===== src/rtl/decrypt_word_packer_if.sv =====
// Word-side bus of decrypt_word_packer: head-of-FIFO word, byte enables,
// valid/ready handshake and, when WORD_PARITY_EN is defined, per-lane parity.
// The packer drives the master modport; the consumer uses the slave modport.
interface decrypt_word_packer_if;
    logic [31:0] word_out;
    logic [3:0]  keep_out;
    logic        word_valid;
    logic        word_ready;
`ifdef WORD_PARITY_EN
    logic [3:0]  par_out;
`endif

`ifdef WORD_PARITY_EN
    modport master (
        output word_out,
        output keep_out,
        output word_valid,
        output par_out,
        input  word_ready
    );

    modport slave (
        input  word_out,
        input  keep_out,
        input  word_valid,
        input  par_out,
        output word_ready
    );
`else
    modport master (
        output word_out,
        output keep_out,
        output word_valid,
        input  word_ready
    );

    modport slave (
        input  word_out,
        input  keep_out,
        input  word_valid,
        output word_ready
    );
`endif
endinterface


===== src/rtl/decrypt_word_packer.sv =====
// decrypt_word_packer: packs the decryption unit's byte stream into 32-bit
// little-endian words, buffers them in a first-word-fall-through FIFO and
// presents them on a valid/ready bus. The byte source cannot be stalled, so a
// word that finds the FIFO full is dropped and a sticky overflow flag is set.
// Optional build macro: WORD_PARITY_EN adds per-lane even parity (par_out),
// computed when a word is pushed and stored next to it in the FIFO.
module decrypt_word_packer #(
    parameter int FIFO_DEPTH = 8,
    parameter int LVL_W      = $clog2(FIFO_DEPTH) + 1
) (
    input  logic                  clk,
    input  logic                  rst,
    input  logic [7:0]            din,
    input  logic                  v,
    input  logic                  flush,
    input  logic                  ovf_clr,
    decrypt_word_packer_if.master bus,
    output logic [LVL_W-1:0]      level,
    output logic                  overflow
);

    localparam int PTR_W = $clog2(FIFO_DEPTH);

    // Packing state
    logic [31:0] part_q, part_d;
    logic [1:0]  idx_q, idx_d;

    // Word being assembled this cycle and its push request
    logic [31:0] merged;
    logic [2:0]  fill;
    logic        push_req;
    logic [3:0]  push_keep;

    // FIFO storage and control
    logic [31:0]      mem_word_q [FIFO_DEPTH];
    logic [31:0]      mem_word_d [FIFO_DEPTH];
    logic [3:0]       mem_keep_q [FIFO_DEPTH];
    logic [3:0]       mem_keep_d [FIFO_DEPTH];
    logic [PTR_W-1:0] wr_ptr_q, wr_ptr_d;
    logic [PTR_W-1:0] rd_ptr_q, rd_ptr_d;
    logic [LVL_W-1:0] level_q, level_d;
    logic             ovf_q, ovf_d;
    logic             pop;
    logic             push_acc;
    logic             drop;

    // Registered head of FIFO, holds its value while the FIFO is empty
    logic [31:0] out_word_q, out_word_d;
    logic [3:0]  out_keep_q, out_keep_d;

`ifdef WORD_PARITY_EN
    logic [3:0] push_par;
    logic [3:0] mem_par_q [FIFO_DEPTH];
    logic [3:0] mem_par_d [FIFO_DEPTH];
    logic [3:0] out_par_q, out_par_d;
`endif

    // Merge the incoming byte into the partial word and decide whether a word is pushed
    always_comb begin
        merged    = part_q;
        fill      = {1'b0, idx_q};
        push_keep = 4'h0;
        if (v) begin
            case (idx_q)
                2'd0:    merged[7:0]   = din;
                2'd1:    merged[15:8]  = din;
                2'd2:    merged[23:16] = din;
                default: merged[31:24] = din;
            endcase
            fill = {1'b0, idx_q} + 3'd1;
        end
        // A 4th byte always completes a word; flush with that same byte adds nothing
        push_req = (fill == 3'd4) || (flush && (fill != 3'd0));
        case (fill)
            3'd1:    push_keep = 4'b0001;
            3'd2:    push_keep = 4'b0011;
            3'd3:    push_keep = 4'b0111;
            3'd4:    push_keep = 4'b1111;
            default: push_keep = 4'b0000;
        endcase
        part_d = merged;
        idx_d  = fill[1:0];
        if (push_req) begin
            part_d = 32'h0;
            idx_d  = 2'd0;
        end
    end

`ifdef WORD_PARITY_EN
    // Even parity per byte lane of the word being pushed
    always_comb begin
        push_par = {^merged[31:24], ^merged[23:16], ^merged[15:8], ^merged[7:0]};
    end
`endif

    // FIFO bookkeeping: push/pop arbitration, pointers, level, overflow and next head
    always_comb begin
        pop      = (level_q != '0) && bus.word_ready;
        // A full FIFO still takes the word when a pop frees a slot in the same cycle
        push_acc = push_req && ((level_q != LVL_W'(FIFO_DEPTH)) || pop);
        drop     = push_req && !push_acc;

        mem_word_d = mem_word_q;
        mem_keep_d = mem_keep_q;
        wr_ptr_d   = wr_ptr_q;
        rd_ptr_d   = rd_ptr_q;
        level_d    = level_q;

        if (push_acc) begin
            mem_word_d[wr_ptr_q] = merged;
            mem_keep_d[wr_ptr_q] = push_keep;
            wr_ptr_d             = wr_ptr_q + 1'b1;
        end
        if (pop) begin
            rd_ptr_d = rd_ptr_q + 1'b1;
        end
        case ({push_acc, pop})
            2'b10:   level_d = level_q + 1'b1;
            2'b01:   level_d = level_q - 1'b1;
            default: level_d = level_q;
        endcase

        // Set wins over clear when a drop and ovf_clr coincide
        if (drop) begin
            ovf_d = 1'b1;
        end else if (ovf_clr) begin
            ovf_d = 1'b0;
        end else begin
            ovf_d = ovf_q;
        end

        // The new head is either already in storage or is the word written this cycle
        out_word_d = out_word_q;
        out_keep_d = out_keep_q;
        if (level_d != '0) begin
            if (push_acc && (rd_ptr_d == wr_ptr_q)) begin
                out_word_d = merged;
                out_keep_d = push_keep;
            end else begin
                out_word_d = mem_word_q[rd_ptr_d];
                out_keep_d = mem_keep_q[rd_ptr_d];
            end
        end
    end

`ifdef WORD_PARITY_EN
    // Parity storage and head parity follow the same write/head selection as the word
    always_comb begin
        mem_par_d = mem_par_q;
        if (push_acc) begin
            mem_par_d[wr_ptr_q] = push_par;
        end
        out_par_d = out_par_q;
        if (level_d != '0) begin
            if (push_acc && (rd_ptr_d == wr_ptr_q)) begin
                out_par_d = push_par;
            end else begin
                out_par_d = mem_par_q[rd_ptr_d];
            end
        end
    end
`endif

    // Control and output registers with synchronous reset
    always_ff @(posedge clk) begin
        if (rst) begin
            part_q     <= 32'h0;
            idx_q      <= 2'd0;
            wr_ptr_q   <= '0;
            rd_ptr_q   <= '0;
            level_q    <= '0;
            ovf_q      <= 1'b0;
            out_word_q <= 32'h0;
            out_keep_q <= 4'h0;
        end else begin
            part_q     <= part_d;
            idx_q      <= idx_d;
            wr_ptr_q   <= wr_ptr_d;
            rd_ptr_q   <= rd_ptr_d;
            level_q    <= level_d;
            ovf_q      <= ovf_d;
            out_word_q <= out_word_d;
            out_keep_q <= out_keep_d;
        end
    end

    // FIFO storage; contents are only read behind a non-zero level, so no reset
    always_ff @(posedge clk) begin
        mem_word_q <= mem_word_d;
        mem_keep_q <= mem_keep_d;
    end

`ifdef WORD_PARITY_EN
    // Parity storage and registered head parity
    always_ff @(posedge clk) begin
        mem_par_q <= mem_par_d;
        if (rst) begin
            out_par_q <= 4'h0;
        end else begin
            out_par_q <= out_par_d;
        end
    end

    assign bus.par_out = out_par_q;
`endif

    assign bus.word_out   = out_word_q;
    assign bus.keep_out   = out_keep_q;
    assign bus.word_valid = (level_q != '0);
    assign level          = level_q;
    assign overflow       = ovf_q;

endmodule


===== src/flat_wrapper.sv =====
// flat-port wrapper written by rule: the top's interface ports become plain ports
module decrypt_word_packer_flat 
#(
    parameter int FIFO_DEPTH = 8,
    parameter int LVL_W      = $clog2(FIFO_DEPTH) + 1
)
  (clk, rst, din, v, flush, ovf_clr, level, overflow, bus_word_out, bus_keep_out, bus_word_valid, bus_word_ready);
  decrypt_word_packer_if bus_i ();
  input  logic clk;
  input  logic rst;
  input  logic [7:0] din;
  input  logic v;
  input  logic flush;
  input  logic ovf_clr;
  output logic [LVL_W-1:0] level;
  output logic overflow;
  output wire logic [$bits(bus_i.word_out)-1:0] bus_word_out;
  output wire logic [$bits(bus_i.keep_out)-1:0] bus_keep_out;
  output wire logic [$bits(bus_i.word_valid)-1:0] bus_word_valid;
  input wire logic [$bits(bus_i.word_ready)-1:0] bus_word_ready;
  assign bus_word_out = bus_i.word_out;
  assign bus_keep_out = bus_i.keep_out;
  assign bus_word_valid = bus_i.word_valid;
  assign bus_i.word_ready = bus_word_ready;
  decrypt_word_packer #(.FIFO_DEPTH(FIFO_DEPTH), .LVL_W(LVL_W)) u_core (.clk(clk), .rst(rst), .din(din), .v(v), .flush(flush), .ovf_clr(ovf_clr), .bus(bus_i), .level(level), .overflow(overflow));
endmodule

===== config.mk =====
export PLATFORM = sky130hd
export DESIGN_NAME = decrypt_word_packer_flat
export DESIGN_NICKNAME = d
export VERILOG_FILES = /design/src/rtl/decrypt_word_packer_if.sv /design/src/rtl/decrypt_word_packer.sv /design/src/flat_wrapper.sv
export SDC_FILE = /design/constraint.sdc
export NUM_CORES = 1
export LEC_CHECK = 0
export BUFFER_PORTS_ARGS = -buffer_cell sky130_fd_sc_hd__buf_2
export CAP_MARGIN = 10
export CORE_UTILIZATION = 30
export CTS_CLUSTER_SIZE = 25
export DETAILED_ROUTE_END_ITERATION = 10
export PLACE_DENSITY = 0.48
export SLEW_MARGIN = 20
export SYNTH_ARGS = -nofsm -noshare
export SYNTH_HDL_FRONTEND = slang
export SYNTH_SLANG_ARGS = --single-unit
export TNS_END_PERCENT = 20

===== constraint.sdc =====
create_clock -name clk -period 16 [get_ports clk]
set_input_delay 1.6 -clock clk [delete_from_list [all_inputs] [get_ports clk]]
set_output_delay 1.6 -clock clk [all_outputs]
set_load 0.05 [all_outputs]

==> results of run 1 <==
flip-flops by register name, indices dropped and copies added, names as in the netlist:
signal               flops
u_core.overflow          1
u_core.bus.word_out     32
u_core.wr_ptr_q          3
u_core.idx_q             2
u_core.level             4
u_core.part_q           32
u_core.mem_word_q      256
u_core.bus.keep_out      4
u_core.mem_keep_q       32
u_core.rd_ptr_q          3
final timing paths:
kind / startpoint / depth (start not counted) / slack (ps) / to
setup reg to reg: u_core.idx_q[0] / 14 / 11070 / u_core.bus.word_out[16]
hold / removal: u_core.bus.word_out[28] / 1 / 460 / u_core.bus.word_out[28]
hold reg to reg: u_core.bus.word_out[28] / 1 / 460 / u_core.bus.word_out[28]
setup / recovery: v / 12 / 11030 / u_core.bus.word_out[16]
power breakdown:
part / internal (mW) / switching (mW) / total [mW]
combinational: 0.469 / 0.861 / 1.33
sequential: 1.10 / 0.0796 / 1.18
clock: 0.542 / 0.382 / 0.924
synth_stat cells, types with 41 or more instances:
master	instances	area [µm²]
nand2_1	118	442.9
clkbuf_1	82	307.8
inv_1	41	153.9
nor2_1	46	172.7
mux4_2	68	1531
edfxtp_1	288	8648
dfxtp_1	81	1622
mux2i_1	45	450.4
nor2b_1	68	425.4
nor3_1	165	825.8
a211oi_1	65	488.0
layer usage:
layer	part of all wire	up-vias	GRT usage	wire length [µm]
li1	-	5291	-	-
met1	0.46	5909	0.2219	21800
met2	0.46	301	0.2561	21770
met3	0.049	73	0.02386	2295
met4	0.023	0	0.05305	1098
met5	0	-	0	0
final cells by class:
type	count	area, µm²	area share
Clock inverter	12	98.84	0.005034
Tap cell	756	945.9	0.04818
Clock buffer	63	1220	0.06213
Sequential cell	369	10280	0.5235
Inverter	41	153.9	0.007838
Multi-Input combinational cell	837	6442	0.3281
Timing Repair Buffer	80	495.5	0.02524
per-stage QoR:
step	cells	hold slack [ps]	area, µm²	utilization
after CTS	2157	471.2	19590	0.3461
after detailed placement	2082	458.7	18270	0.3228
after global placement	2082	457.1	18270	0.3228
after floorplan	1365	496.0	17260	-
final	2158	462.4	19630	0.3469
after global routing	2158	486.0	19630	0.3469
cells by family after synthesis:
group / share of synthesized area
AND/OR/NAND/NOR: 0.1445
flip-flops: 0.5950
AO/OA/AOI/OAI: 0.09285
buffers and inverters: 0.03762
multiplexers: 0.1170
adder cells (fa/ha/maj): 0.007684
XOR/XNOR: 0.005364
==> summary.txt, run 1 <==
Clock network
  – Post-CTS Resized: 0
  – Clock Root Buffer: clkbuf_16
  – Postcts setup bufs: 0
  – Clock slew at reported path FFs: 50 ps
  – H-tree levels: 2
  – Bufs on Longest Clock Path: 3
  – Worst skew pair latency: 560 ps
  – Sinks on Clock Net: 369
  – CTS tree: built
  – CTS buffer count: 41
  – Hold_buf cts: 0

GRT
  – GRT Residual Overflow: 0
  – Largest net degree at the start of global routing: 167
  – GRT Util Overall: 0.1601
  – First-pass GRT wire length: 71000 µm
  – Initial antenna violation count: 0
  – Vias in the first global route: 11390

Worst setup path
  – Arrival time worst endpoint: 5470 ps
  – Worst Setup Start Kind: input port
  – Critical Path End Type: flip-flop
  – Worst endpoint required time: 16500 ps
  – Crit Path Max Fanout: 17
  – Slowest cell delay on critical path: 680 ps
  – Worst-path cell chain: buf_2, o221ai_2, nand2_1, inv_1, ha_1, and3_1, or3_1, a2111oi_2, a221oi_4, nor2_4, buf_16, a32o_1
  – Worst Path Buf+Inv: 3
  – CP top delay family: compound AO/OA/AOI/OAI gates
  – Crit path kind: input port to flip-flop
  – CP max stage cell: o221ai_2

Detailed routing
  – Antenna-violating nets left: 0
  – Remaining DRCs: 0
  – Initial DRC Count: 844
  – Routed WL: 46960 µm
  – Routed WL per cell: 21.76 µm
  – Via count: 11570
  – TritonRoute pass-1 iters: 7
  – Drt via density: 5.363

Placement
  – GPL Wtd Cong: 0.7323
  – Post-Place Worst Slack: 10280 ps
  – PortBufs: 55
  – DP HPWL: 25640 µm

Floorplanning
  – Initial Util: 0.3050
  – Ports: 56
  – Num rows: 87
  – Die Wd: 241.9 µm
  – Total core area: 0.05660 mm²
  – Full die area: 0.05850 mm²
  – Die Ht: 241.9 µm

Final layout
  – Layout area overhead: 13.74%
  – Nets: 1394
  – Commonest cells after routing, fill and taps aside: edfxtp_1 (288), nor3_1 (163), nand2_1 (118)
  – N_diodes: 0
  – Fill cells: 5601
  – Commonest non-fill, non-tap cell in the layout: edfxtp_1
  – Share of cells above drive strength 1: 0.1705

Synthesis
  – Number of synthesized flops with an enable pin: 288
  – Seq cells post-synth: 369
  – Yosys warns: 0
  – Yosys cell types: 61
  – Syn Std Cell Area: 0.01726 mm²
  – Syn Nets: 1389
  – Post-synthesis sequential area ratio: 0.5950
  – Cells after Synth: 1365
  – Avg Cell Area, Syn: 12.65 µm²
  – Most common flop cell mapped by yosys: edfxtp_1
  – Synth async-reset ratio: 0

STA
  – Final setup fails: 0
  – Worst Slack Setup Final: 11030 ps
  – Setup TNS: 0 ps
  – RSZ-0062 raised after global routing: no
  – Final slew viol count: 0
  – Max frequency: 201.1 MHz
  – Setup Skew: 18.58 ps
  – Final Hold Viols: 0
  – Max transition margin: 0.3090
  – Min Tclk post-route: 4974 ps
  – Worst-Margin Slew: 1032 ps
  – Final Cycle Share: 0.3108

Outcome
  – Outcome: completed

Run
  – Max Cap Viol: 0

Power
  – Power Dens Cells: 174.8 mW/mm²
  – Peak supply drop: 0.0002579 V
  – Overall power: 3.432 mW
  – Leak: 6.846 nW

Min path
  – Min-delay worst type: flip-flop to flip-flop
(Power assumes the default switching activity.)
==> inputs of run 2 (changes only) <==
--- a/config.mk
+++ b/config.mk
@@ -10,7 +10,7 @@
 export CORE_UTILIZATION = 30
 export CTS_CLUSTER_SIZE = 25
 export DETAILED_ROUTE_END_ITERATION = 10
-export PLACE_DENSITY = 0.48
+export PLACE_DENSITY = 0.5
 export SLEW_MARGIN = 20
 export SYNTH_ARGS = -nofsm -noshare
 export SYNTH_HDL_FRONTEND = slang
==> constraint.sdc (replaced) <==
create_clock -name clk -period 4.2 [get_ports clk]
set_input_delay 0.42 -clock clk [delete_from_list [all_inputs] [get_ports clk]]
set_output_delay 0.42 -clock clk [all_outputs]
set_load 0.05 [all_outputs]
==> summary.txt, run 2 (synthesis gave the netlist of run 1 again) <==
Outcome
  – Outcome: completed

Clock network
  – Sinks on Clock Net: 369 (unchanged)
  – Worst skew pair latency: 550 ps (about the same)
  – CTS buffer count: 41 (unchanged)
  – H-tree levels: 2 (unchanged)
  – Clock slew at reported path FFs: 60 ps (about the same)
  – Bufs on Longest Clock Path: 3 (unchanged)
  – Hold_buf cts: 0 (unchanged)
  – CTS tree: built
  – Clock Root Buffer: clkbuf_16

Floorplanning
  – Total core area: 0.05660 mm² (unchanged)
  – Full die area: 0.05850 mm² (unchanged)
  – Initial Util: 0.3050 (unchanged)
  – Die Wd: 241.9 µm (unchanged)
  – Num rows: 87 (unchanged)
  – Ports: 56 (unchanged)
  – Die Ht: 241.9 µm (unchanged)

Min path
  – Worst Hold End: u_core.overflow
  – Worst min-delay path startpoint: ovf_clr
  – Min-delay worst type: input port to flip-flop
  – Hold path depth: 3 (+2)

STA
  – Final slew viol count: 0 (unchanged)
  – Max transition margin: 0.3183 (+0.009293)
  – Worst-Margin Slew: 1023 ps (-9.416 ps)
  – Final hold slack: 152.7 ps (-309.6 ps)
  – Final setup fails: 0 (unchanged)
  – Max frequency: 255.1 MHz
  – Final Hold Viols: 0 (unchanged)
  – Worst Slack Setup Final: 279.6 ps (-10750 ps)
  – Final Cycle Share: 0.9334
  – Setup Skew: 18.81 ps (+0.2386 ps)
  – RSZ-0062 raised after global routing: no
  – Setup TNS: 0 ps (unchanged)
  – Min Tclk post-route: 3920 ps

Detailed routing
  – TritonRoute pass-1 iters: 5 (-2)
  – Via count: 11700 (+1.1%)
  – Drt via density: 5.413 (+0.93%)
  – Routed WL: 48200 µm (+2.6%)
  – Routed WL per cell: 22.29 µm (+2.4%)
  – Initial DRC Count: 849 (+0.59%)
  – Remaining DRCs: 0 (unchanged)
  – Antenna-violating nets left: 0 (unchanged)

Final layout
  – Post-layout util: 0.3506 (+0.003692)
  – Layout area overhead: 14.95%
  – Design Area, Final: 0.01984 mm² (+1.1%)
  – Fill cells: 5573 (-0.50%)
  – Share of cells above drive strength 1: 0.1721 (+0.001649)
  – Finished Layout Cells: 2162 (+0.19%)
  – Commonest non-fill, non-tap cell in the layout: edfxtp_1
  – Nets: 1397 (+0.22%)
  – N_diodes: 0 (unchanged)
  – Max FFs per register: 256 (unchanged)
  – Largest register by flop count: u_core.mem_word_q
  – Commonest cells after routing, fill and taps aside: edfxtp_1 (288), nor3_1 (163), nand2_1 (118)

Worst setup path
  – Worst reg2reg setup slack: 280 ps (-10790 ps)
  – Critical Path End Type: flip-flop
  – Worst Setup Start Kind: flip-flop
  – Crit path kind: flip-flop to flip-flop
  – Worst r2r src: u_core.idx_q[0]
  – Crit Path Max Fanout: 16 (-1)
  – Reg2reg path depth: 15 (+1)
  – Reg2reg end: u_core.bus.word_out[2]
  – Arrival time worst endpoint: 4390 ps (-1080 ps)
  – Critical Path Start: u_core.idx_q[0]
  – Worst endpoint required time: 4670 ps (-11830 ps)

Placement
  – DP HPWL: 24850 µm (-3.1%)
  – Post-placement cell count: 2083 (+0.048%)
  – GPL Wtd Cong: 0.7851 (+7.2%)
  – Placed Area: 0.01842 mm² (+0.81%)
  – PortBufs: 55 (unchanged)
  – Post-Place Worst Slack: 60.21 ps (-10220 ps)

Run
  – Max Cap Viol: 0 (unchanged)

GRT
  – Initial antenna violation count: 0 (unchanged)
  – Largest net degree at the start of global routing: 168 (+0.60%)
  – Met1 Use GR: 0.2249 (+0.003016)
  – GRT met3 Usage: 0.02397 (+0.0001110)
  – GRT Util Overall: 0.1597 (-0.0003765)
  – GRT Residual Overflow: 0 (unchanged)
  – Met2 usage: 0.2563 (about the same)
  – Most used routing layer in global routing: met2
  – Vias in the first global route: 11580 (+1.6%)
  – First-pass GRT wire length: 71420 µm (+0.59%)

Power
  – Leak: 6.907 nW (+0.89%)
  – Power Dens Cells: 673.1 mW/mm² (+290%)
  – Overall power: 13.36 mW (+290%)
  – Peak supply drop: 0.0008874 V (+240%)
-- run 2: changes by cell type in the layout (fill, tap and decap cells not counted), moves of 2 or more --
cell and change:
buf_4 -8, inv_4 -2, bufinv_16 +2, clkinv_2 -3, buf_12 +11
-- run 2: worst max path at each step --
stage                              endpoint  cells past startpoint  slack, ps
finish               u_core.bus.word_out[2]                     15        280
global placement    u_core.bus.word_out[21]                     14        230
global route        u_core.bus.word_out[14]                     15         60
CTS                  u_core.bus.word_out[2]                     14         30
detailed placement   u_core.bus.word_out[5]                     14         60
floorplan             u_core.mem_keep_q[16]                      8       -870
-- run 2: what timing repair did --
item                       CTS  global route
setup buffers                0             2
gates resized for setup      0             1
setup endpoints to repair    0            32
-- run 2: worst max-delay path: stages (launching register included) --
cell and delay, ps:
dfxtp_1 330, inv_1 70, ha_1 350, nor2b_1 270, o221ai_2 170, nand2_1 130, inv_1 90, ha_1 320
and3_1 240, or3_1 400, a2111oi_2 310, buf_4 200, a221oi_4 40, buf_12 160, nor2_4 540, a32o_1 220
-- run 2: metal layers --
metal  up-vias  part of all wire  wire (µm)
met3        62             0.050       2391
met5         -                 0          0
li1       5295                 -          -
met1      6029              0.47      22850
met4         0             0.018        857
met2       317              0.46      22090
-- run 2: layout make-up --
cell class / instances / area [µm²] / area share
Clock buffer: 65 / 1249 / 0.06293
Clock inverter: 11 / 136.4 / 0.006873
Inverter: 41 / 153.9 / 0.007756
Multi-Input combinational cell: 838 / 6452 / 0.3252
Sequential cell: 369 / 10280 / 0.5179
Tap cell: 756 / 945.9 / 0.04767
Timing Repair Buffer: 82 / 628.1 / 0.03165
-- run 2: power breakdown --
group	internal, mW	switching, mW	total, mW
sequential	4.18	0.275	4.46
combinational	1.86	3.37	5.23
clock	2.22	1.44	3.67
